[config.mk]
export PLATFORM = sky130hd
export DESIGN_NAME = imem_boot_loader_flat
export DESIGN_NICKNAME = d
export VERILOG_FILES = /design/src/rtl/imem_boot_loader_if.sv /design/src/rtl/imem_boot_loader.sv /design/src/flat_wrapper.sv
export SDC_FILE = /design/constraint.sdc
export NUM_CORES = 1
export LEC_CHECK = 0
export ABC_AREA = 1
export CORE_ASPECT_RATIO = 0.5
export CORE_MARGIN = 3
export CORE_UTILIZATION = 43
export DETAILED_ROUTE_END_ITERATION = 10
export HOLD_SLACK_MARGIN = 0.03
export MAX_ROUTING_LAYER = met4
export PLACE_DENSITY = 0.68
export SYNTH_ARGS = -nofsm -noshare
export SYNTH_HDL_FRONTEND = slang
export SYNTH_SLANG_ARGS = --single-unit
export TNS_END_PERCENT = 1
[constraint.sdc]
create_clock -name Clk_Core -period 1.87 [get_ports Clk_Core]
set_input_delay 0.374 -clock Clk_Core [delete_from_list [all_inputs] [get_ports Clk_Core]]
set_output_delay 0.374 -clock Clk_Core [all_outputs]
set_load 0.005 [all_outputs]
[src/rtl/imem_boot_loader_if.sv]
`default_nettype none
// +--------------------------------------------------------------------+
// | imem_boot_loader_if: byte-stream, instruction-memory write and     |
// | hart-control signals of the boot loader.        Revision: 1.0      |
// +--------------------------------------------------------------------+
interface imem_boot_loader_if #(
  parameter int DWIDTH   = 32,
  parameter int MEM_SIZE = 16384
);
  localparam int ADDR_SIZE = $clog2(MEM_SIZE);

  logic                  Boot_Start;
  logic                  Rx_Valid;
  logic [7:0]            Rx_Data;
  logic                  Rx_Ready;
  logic                  Mem_Wr_En;
  logic [ADDR_SIZE-1:0]  Mem_Wr_Addr;
  logic [DWIDTH-1:0]     Mem_Wr_Data;
  logic                  Core_Hold;
  logic                  Load_Done;
  logic                  Load_Error;
  logic [ADDR_SIZE:0]    Word_Count;

  modport master (
    output Boot_Start, Rx_Valid, Rx_Data,
    input  Rx_Ready, Mem_Wr_En, Mem_Wr_Addr, Mem_Wr_Data,
    input  Core_Hold, Load_Done, Load_Error, Word_Count
  );

  modport slave (
    input  Boot_Start, Rx_Valid, Rx_Data,
    output Rx_Ready, Mem_Wr_En, Mem_Wr_Addr, Mem_Wr_Data,
    output Core_Hold, Load_Done, Load_Error, Word_Count
  );
endinterface
`default_nettype wire

[src/rtl/imem_boot_loader.sv]
`default_nettype none
// +--------------------------------------------------------------------+
// | imem_boot_loader: loads a length-prefixed, XOR-checksummed byte    |
// | stream into instruction memory, then releases the hart. Rev: 1.0   |
// +--------------------------------------------------------------------+
module imem_boot_loader #(
  parameter int DWIDTH         = 32,
  parameter int MEM_SIZE       = 16384,
  parameter int TIMEOUT_CYCLES = 1000000
) (
  input  wire logic         Clk_Core,
  input  wire logic         Rst_Core,
  imem_boot_loader_if.slave bus
);
  localparam int ADDR_SIZE = $clog2(MEM_SIZE);
  localparam int TW        = $clog2(TIMEOUT_CYCLES + 1);

  typedef enum logic [2:0] {
    IDLE  = 3'd0,
    HDR   = 3'd1,
    DATA  = 3'd2,
    CSUM  = 3'd3,
    DONE  = 3'd4,
    ERROR = 3'd5
  } state_t;

  state_t                state;
  logic                  rx_ready;
  logic                  mem_wr_en;
  logic [ADDR_SIZE-1:0]  mem_wr_addr;
  logic [DWIDTH-1:0]     mem_wr_data;
  logic                  core_hold;
  logic                  load_done;
  logic                  load_error;
  logic [ADDR_SIZE:0]    word_count;
  logic [31:0]           n_words;
  logic [23:0]           shift_reg;
  logic [1:0]            byte_cnt;
  logic [7:0]            csum;
  logic [TW-1:0]         idle_cnt;

  logic                  accept;
  logic [31:0]           word_in;
  logic [31:0]           count_next;
  logic                  timed_out;

  // The 4th byte of a group bypasses the shift register so the word is complete on acceptance.
  assign accept     = bus.Rx_Valid & rx_ready;
  assign word_in    = {bus.Rx_Data, shift_reg};
  assign count_next = 32'(word_count) + 32'd1;
  assign timed_out  = (idle_cnt == TW'(TIMEOUT_CYCLES));

  always_ff @(posedge Clk_Core) begin
    if (Rst_Core) begin
      state       <= IDLE;
      rx_ready    <= 1'b0;
      mem_wr_en   <= 1'b0;
      mem_wr_addr <= '0;
      mem_wr_data <= '0;
      core_hold   <= 1'b1;
      load_done   <= 1'b0;
      load_error  <= 1'b0;
      word_count  <= '0;
      n_words     <= '0;
      shift_reg   <= '0;
      byte_cnt    <= '0;
      csum        <= '0;
      idle_cnt    <= '0;
    end else begin
      mem_wr_en <= 1'b0;
      unique case (state)
        IDLE, DONE, ERROR: begin
          if (bus.Boot_Start) begin
            state      <= HDR;
            rx_ready   <= 1'b1;
            core_hold  <= 1'b1;
            load_done  <= 1'b0;
            load_error <= 1'b0;
            word_count <= '0;
            byte_cnt   <= '0;
            csum       <= '0;
            idle_cnt   <= '0;
          end
        end
        HDR, DATA, CSUM: begin
          if (accept) begin
            idle_cnt  <= '0;
            shift_reg <= {bus.Rx_Data, shift_reg[23:8]};
            byte_cnt  <= byte_cnt + 2'd1;
            if (state == HDR) begin
              if (byte_cnt == 2'd3) begin
                n_words <= word_in;
                if (word_in == 32'd0 || word_in > 32'(MEM_SIZE)) begin
                  state      <= ERROR;
                  rx_ready   <= 1'b0;
                  load_error <= 1'b1;
                end else begin
                  state <= DATA;
                end
              end
            end else if (state == DATA) begin
              csum <= csum ^ bus.Rx_Data;
              if (byte_cnt == 2'd3) begin
                mem_wr_en   <= 1'b1;
                mem_wr_addr <= word_count[ADDR_SIZE-1:0];
                mem_wr_data <= DWIDTH'(word_in);
                word_count  <= word_count + 1'b1;
                if (count_next == n_words) begin
                  state <= CSUM;
                end
              end
            end else begin
              rx_ready <= 1'b0;
              if (bus.Rx_Data == csum) begin
                state     <= DONE;
                core_hold <= 1'b0;
                load_done <= 1'b1;
              end else begin
                state      <= ERROR;
                load_error <= 1'b1;
              end
            end
          end else if (timed_out) begin
            state      <= ERROR;
            rx_ready   <= 1'b0;
            load_error <= 1'b1;
          end else begin
            idle_cnt <= idle_cnt + 1'b1;
          end
        end
        default: begin
          state    <= IDLE;
          rx_ready <= 1'b0;
        end
      endcase
    end
  end

  assign bus.Rx_Ready    = rx_ready;
  assign bus.Mem_Wr_En   = mem_wr_en;
  assign bus.Mem_Wr_Addr = mem_wr_addr;
  assign bus.Mem_Wr_Data = mem_wr_data;
  assign bus.Core_Hold   = core_hold;
  assign bus.Load_Done   = load_done;
  assign bus.Load_Error  = load_error;
  assign bus.Word_Count  = word_count;
endmodule
`default_nettype wire
[src/flat_wrapper.sv]
// flat-port wrapper written by rule: the top's interface ports become plain ports
module imem_boot_loader_flat 
#(
  parameter int DWIDTH         = 32,
  parameter int MEM_SIZE       = 16384,
  parameter int TIMEOUT_CYCLES = 1000000
)
  (Clk_Core, Rst_Core, bus_Boot_Start, bus_Rx_Valid, bus_Rx_Data, bus_Rx_Ready, bus_Mem_Wr_En, bus_Mem_Wr_Addr, bus_Mem_Wr_Data, bus_Core_Hold, bus_Load_Done, bus_Load_Error, bus_Word_Count);
  imem_boot_loader_if #(.DWIDTH(DWIDTH), .MEM_SIZE(MEM_SIZE)) bus_i ();
  input  wire logic Clk_Core;
  input  wire logic Rst_Core;
  input wire logic [$bits(bus_i.Boot_Start)-1:0] bus_Boot_Start;
  input wire logic [$bits(bus_i.Rx_Valid)-1:0] bus_Rx_Valid;
  input wire logic [$bits(bus_i.Rx_Data)-1:0] bus_Rx_Data;
  output wire logic [$bits(bus_i.Rx_Ready)-1:0] bus_Rx_Ready;
  output wire logic [$bits(bus_i.Mem_Wr_En)-1:0] bus_Mem_Wr_En;
  output wire logic [$bits(bus_i.Mem_Wr_Addr)-1:0] bus_Mem_Wr_Addr;
  output wire logic [$bits(bus_i.Mem_Wr_Data)-1:0] bus_Mem_Wr_Data;
  output wire logic [$bits(bus_i.Core_Hold)-1:0] bus_Core_Hold;
  output wire logic [$bits(bus_i.Load_Done)-1:0] bus_Load_Done;
  output wire logic [$bits(bus_i.Load_Error)-1:0] bus_Load_Error;
  output wire logic [$bits(bus_i.Word_Count)-1:0] bus_Word_Count;
  assign bus_i.Boot_Start = bus_Boot_Start;
  assign bus_i.Rx_Valid = bus_Rx_Valid;
  assign bus_i.Rx_Data = bus_Rx_Data;
  assign bus_Rx_Ready = bus_i.Rx_Ready;
  assign bus_Mem_Wr_En = bus_i.Mem_Wr_En;
  assign bus_Mem_Wr_Addr = bus_i.Mem_Wr_Addr;
  assign bus_Mem_Wr_Data = bus_i.Mem_Wr_Data;
  assign bus_Core_Hold = bus_i.Core_Hold;
  assign bus_Load_Done = bus_i.Load_Done;
  assign bus_Load_Error = bus_i.Load_Error;
  assign bus_Word_Count = bus_i.Word_Count;
  imem_boot_loader #(.DWIDTH(DWIDTH), .MEM_SIZE(MEM_SIZE), .TIMEOUT_CYCLES(TIMEOUT_CYCLES)) u_core (.Clk_Core(Clk_Core), .Rst_Core(Rst_Core), .bus(bus_i));
endmodule
==> impl_results.md <==
- Status: complete, but fails checks
- Violated checks: negative setup slack
- Met2 Usage GRT: 0.3603
- Maximum vdd drop: 0.0007758 V
- Mean post-synth cell area: 6.971 µm²
- Vias/cell: 5.192
- Clk pin slew, worst setup/hold paths: 0.07 ns
- Yosys reg bits: 155
- Slew HR: 0.7734
- Gate power share: 0.369
- PnR worst setup slack: -0.1924 ns
- Syn Nets: 998
- Arrival time worst endpoint: 2.42 ns
- Nets: 1,186
- Hold path depth: 2
- Met3 Use GR: 0.04154
- Total power: 12.27 mW
- Ys async rst share: 0
- YS warnings: 0
- Dpl ws: -0.3331 ns
- Post-DP HPWL: 14,300 µm
- Chip width: 184.4 µm
- Crit-path max FO: 5
- Most frequent cells in the layout: 180 x nor2_1, 150 x nand2_1, 148 x dfxtp_1, 120 x buf_4, 110 x o21ai_0
- Pint: 7.919 mW
- Cells along the critical path: ha_4 -> nand2_2 -> nor2_2 -> buf_4 -> nand3_2 -> buf_4 -> nand2_1 -> nand2_1 -> nand2_1 -> nor2_1 -> nand3_1 -> nor2_2 -> nand3_4 -> nand3_2 -> nand2_1 -> nor2_1
- Worst skew pair latency: 0.43 ns
- CP Depth: 16
- Setup Viol. Count Final: 18
- Data required, critical path: 2.23 ns
- Core Area: 0.01501 mm²
- Post-Route WL: 20,110 µm
- Hold crit path type: reg -> reg
- TritonCTS clock tree: yes
- Num rows: 31
- Clock share of power: 0.281
- Vias: 7,170
- # DRC: 0
- Met1 Resource Use GR: 0.3382
- Post-Layout Cell Count: 1,381
- DR iter-0 viols: 643
- Vias in the first global route: 6,579
- Root Driver: clkbuf_16
- P_sw: 4.347 mW
- # IOs: 78
- Delay-heaviest family, CP: simple AND/OR/NAND/NOR gates
- Final Cell Area: 0.009518 mm²
- CP dominant cell by count: nand2_1
- IO buf count: 77
- Area grow syn2layout: 39.04%
- Max-Cap Viols: 0
- Pwr dens: 1289 mW/mm²
- Ys flop type: dfxtp_1
- Number of detailed-route iterations in the first pass: 6
- Synth Cell Area: 0.006845 mm²
- Fin. max-slew vios: 0
- CTS sink cnt: 155
- Die Area: 0.01756 mm²
- GRT Total Usage: 0.2401
- Post-DR wirelength/cell: 14.56 µm
- # H-tree levels: 4
- Placer Congestion: 0.9181
- Commonest non-fill, non-tap cell in the layout: nor2_1
- Largest net degree at the start of global routing: 52
- CP Capture Type: flip-flop
- Worst path slowest cell: dfxtp_2
- EDFF count, synth: 0
- Post-Synthesis Cells: 982
- CP Launch Type: flip-flop
- Initial antenna violation count: 0
- DP Area: 0.008707 mm²
- Clock skew: 0.01070 ns
- Gr ovfl total: 0
- Worst Path Class, Setup: reg -> reg
- First-pass GRT wire length: 32,690 µm
- Starting density of the core: 0.4560
- Sw frac: 0.3544
- Seq/Total Area, Yosys: 0.4533
- Fmax: 0.4849 GHz
- RSZ-0062 raised after global routing: yes
- FF-to-FF path depth: 16
- Reg2Reg Setup Slack: -0.19 ns
- Fillers: 1,308
- Hold buffers post-CTS: 0
- Layout cells sized above 1: 0.1868
- Post-synthesis cell type count: 32
- Worst path bufs/invs: 2
- Seq pwr share: 0.351
- Fin crit period: 2.062 ns
- Final Hold Viols: 0
- Grt peak-use layer: met2
- Slowest stage delay, CP: 0.34 ns
- Clock Tree Buf Depth: 2
- Total CTS buffers: 17
- Tcrit/Tclk final: 1.103
- DRT antenna net count: 0
- Tightest Pin Transition: 0.3394 ns
- Die extent in y: 95.22 µm
- # diodes: 0
- Placed cell count: 1,342
- LEAKAGE: 4.121 nW
-- routing by layer --
layer	share of wire	wire [µm]	up-vias
met4	0.0085	171	0
met1	0.49	9824	3320
li1	-	-	3589
met2	0.44	8761	243
met3	0.067	1355	18
met5	0	0	-
-- metrics by stage --
stage,hold slack [ns],TNS (ns),utilization
3_5_place_dp,0.4433,-20.09,0.5801
3_3_place_gp,0.4316,-16.86,0.5801
5_1_grt,0.4653,-11.87,0.6341
2_1_floorplan,0.4208,0,-
6_report,0.4530,-0.6161,0.6341
4_1_cts,0.4527,-0.3571,0.6213
-- tightest hold or removal path, cell delays in order, from the launching register on --
cell and delay, ns:
dfxtp_1 0.30, inv_1 0.06, a21oi_1 0.05
-- power groups by stage --
stage	Sequential, mW	Clock, mW	Combinational (mW)
6_report	4.30	3.44	4.52
3_3_place_gp	4.34	0	4.26
3_5_place_dp	4.34	0	4.34
4_1_cts	4.29	3.49	4.41
2_1_floorplan	4.34	0	2.15
5_1_grt	4.38	3.64	5.00
-- path summary, 6_finish.rpt --
path	startpoint	end
worst max-delay path	u_core.bus.Word_Count[0]$_SDFFE_PP0P_	u_core.state[0]$_SDFFE_PP0P_
worst min-delay path	u_core.n_words[19]$_SDFFE_PP0P_	u_core.n_words[19]$_SDFFE_PP0P_
worst max register to register	u_core.bus.Word_Count[0]$_SDFFE_PP0P_	u_core.state[0]$_SDFFE_PP0P_
worst min register to register	u_core.n_words[19]$_SDFFE_PP0P_	u_core.n_words[19]$_SDFFE_PP0P_
-- Yosys cell counts (all sizes together), types with 2 or more instances --
master  instances  area (µm²)
clkinv          2       7.510
nand3          69       350.3
nor3b           2       15.01
nor3           18       95.09
o21ai         117       585.6
or2             5       31.28
o211a           4       40.04
buf            17       92.59
ha              4       50.05
xor2            4       35.03
nor2          198       782.0
dfxtp         155        3103
xnor2           4       35.03
clkbuf         22       82.58
nand4          16       100.1
inv            92       345.3
nand2         160       615.6
a21oi          88       440.4
-- logic make-up (layout without fill, tap and decap cells) --
group | count (synthesis) | count (layout) | synth area share
AND/OR/NAND/NOR | 470 | 470 | 0.2926
buffers and inverters | 133 | 334 | 0.07713
XOR/XNOR | 8 | 8 | 0.01023
AO/OA/AOI/OAI | 212 | 212 | 0.1594
flip-flops | 155 | 155 | 0.4533
adder cells (fa/ha/maj) | 4 | 4 | 0.007312
-- final cells by class --
type / count / area [µm²] / area share
multi-input cells: 694 / 3368 / 0.3539
flip-flops and latches: 155 / 3114 / 0.3272
repair buffers: 208 / 1853 / 0.1947
clock buffers: 17 / 425.4 / 0.04470
clock inverters: 15 / 156.4 / 0.01643
inverters: 94 / 352.8 / 0.03707
well taps: 198 / 247.7 / 0.02603
-- repair_timing --
| item | CTS | global route |
|---|---|---|
| pin swaps | 0 | 9 |
| setup buffers | 0 | 6 |
| endpoints found under the setup margin | 13 | 115 |
| gates resized for setup | 9 | 48 |
| cloned | 0 | 1 |
(Power assumes the default switching activity.)
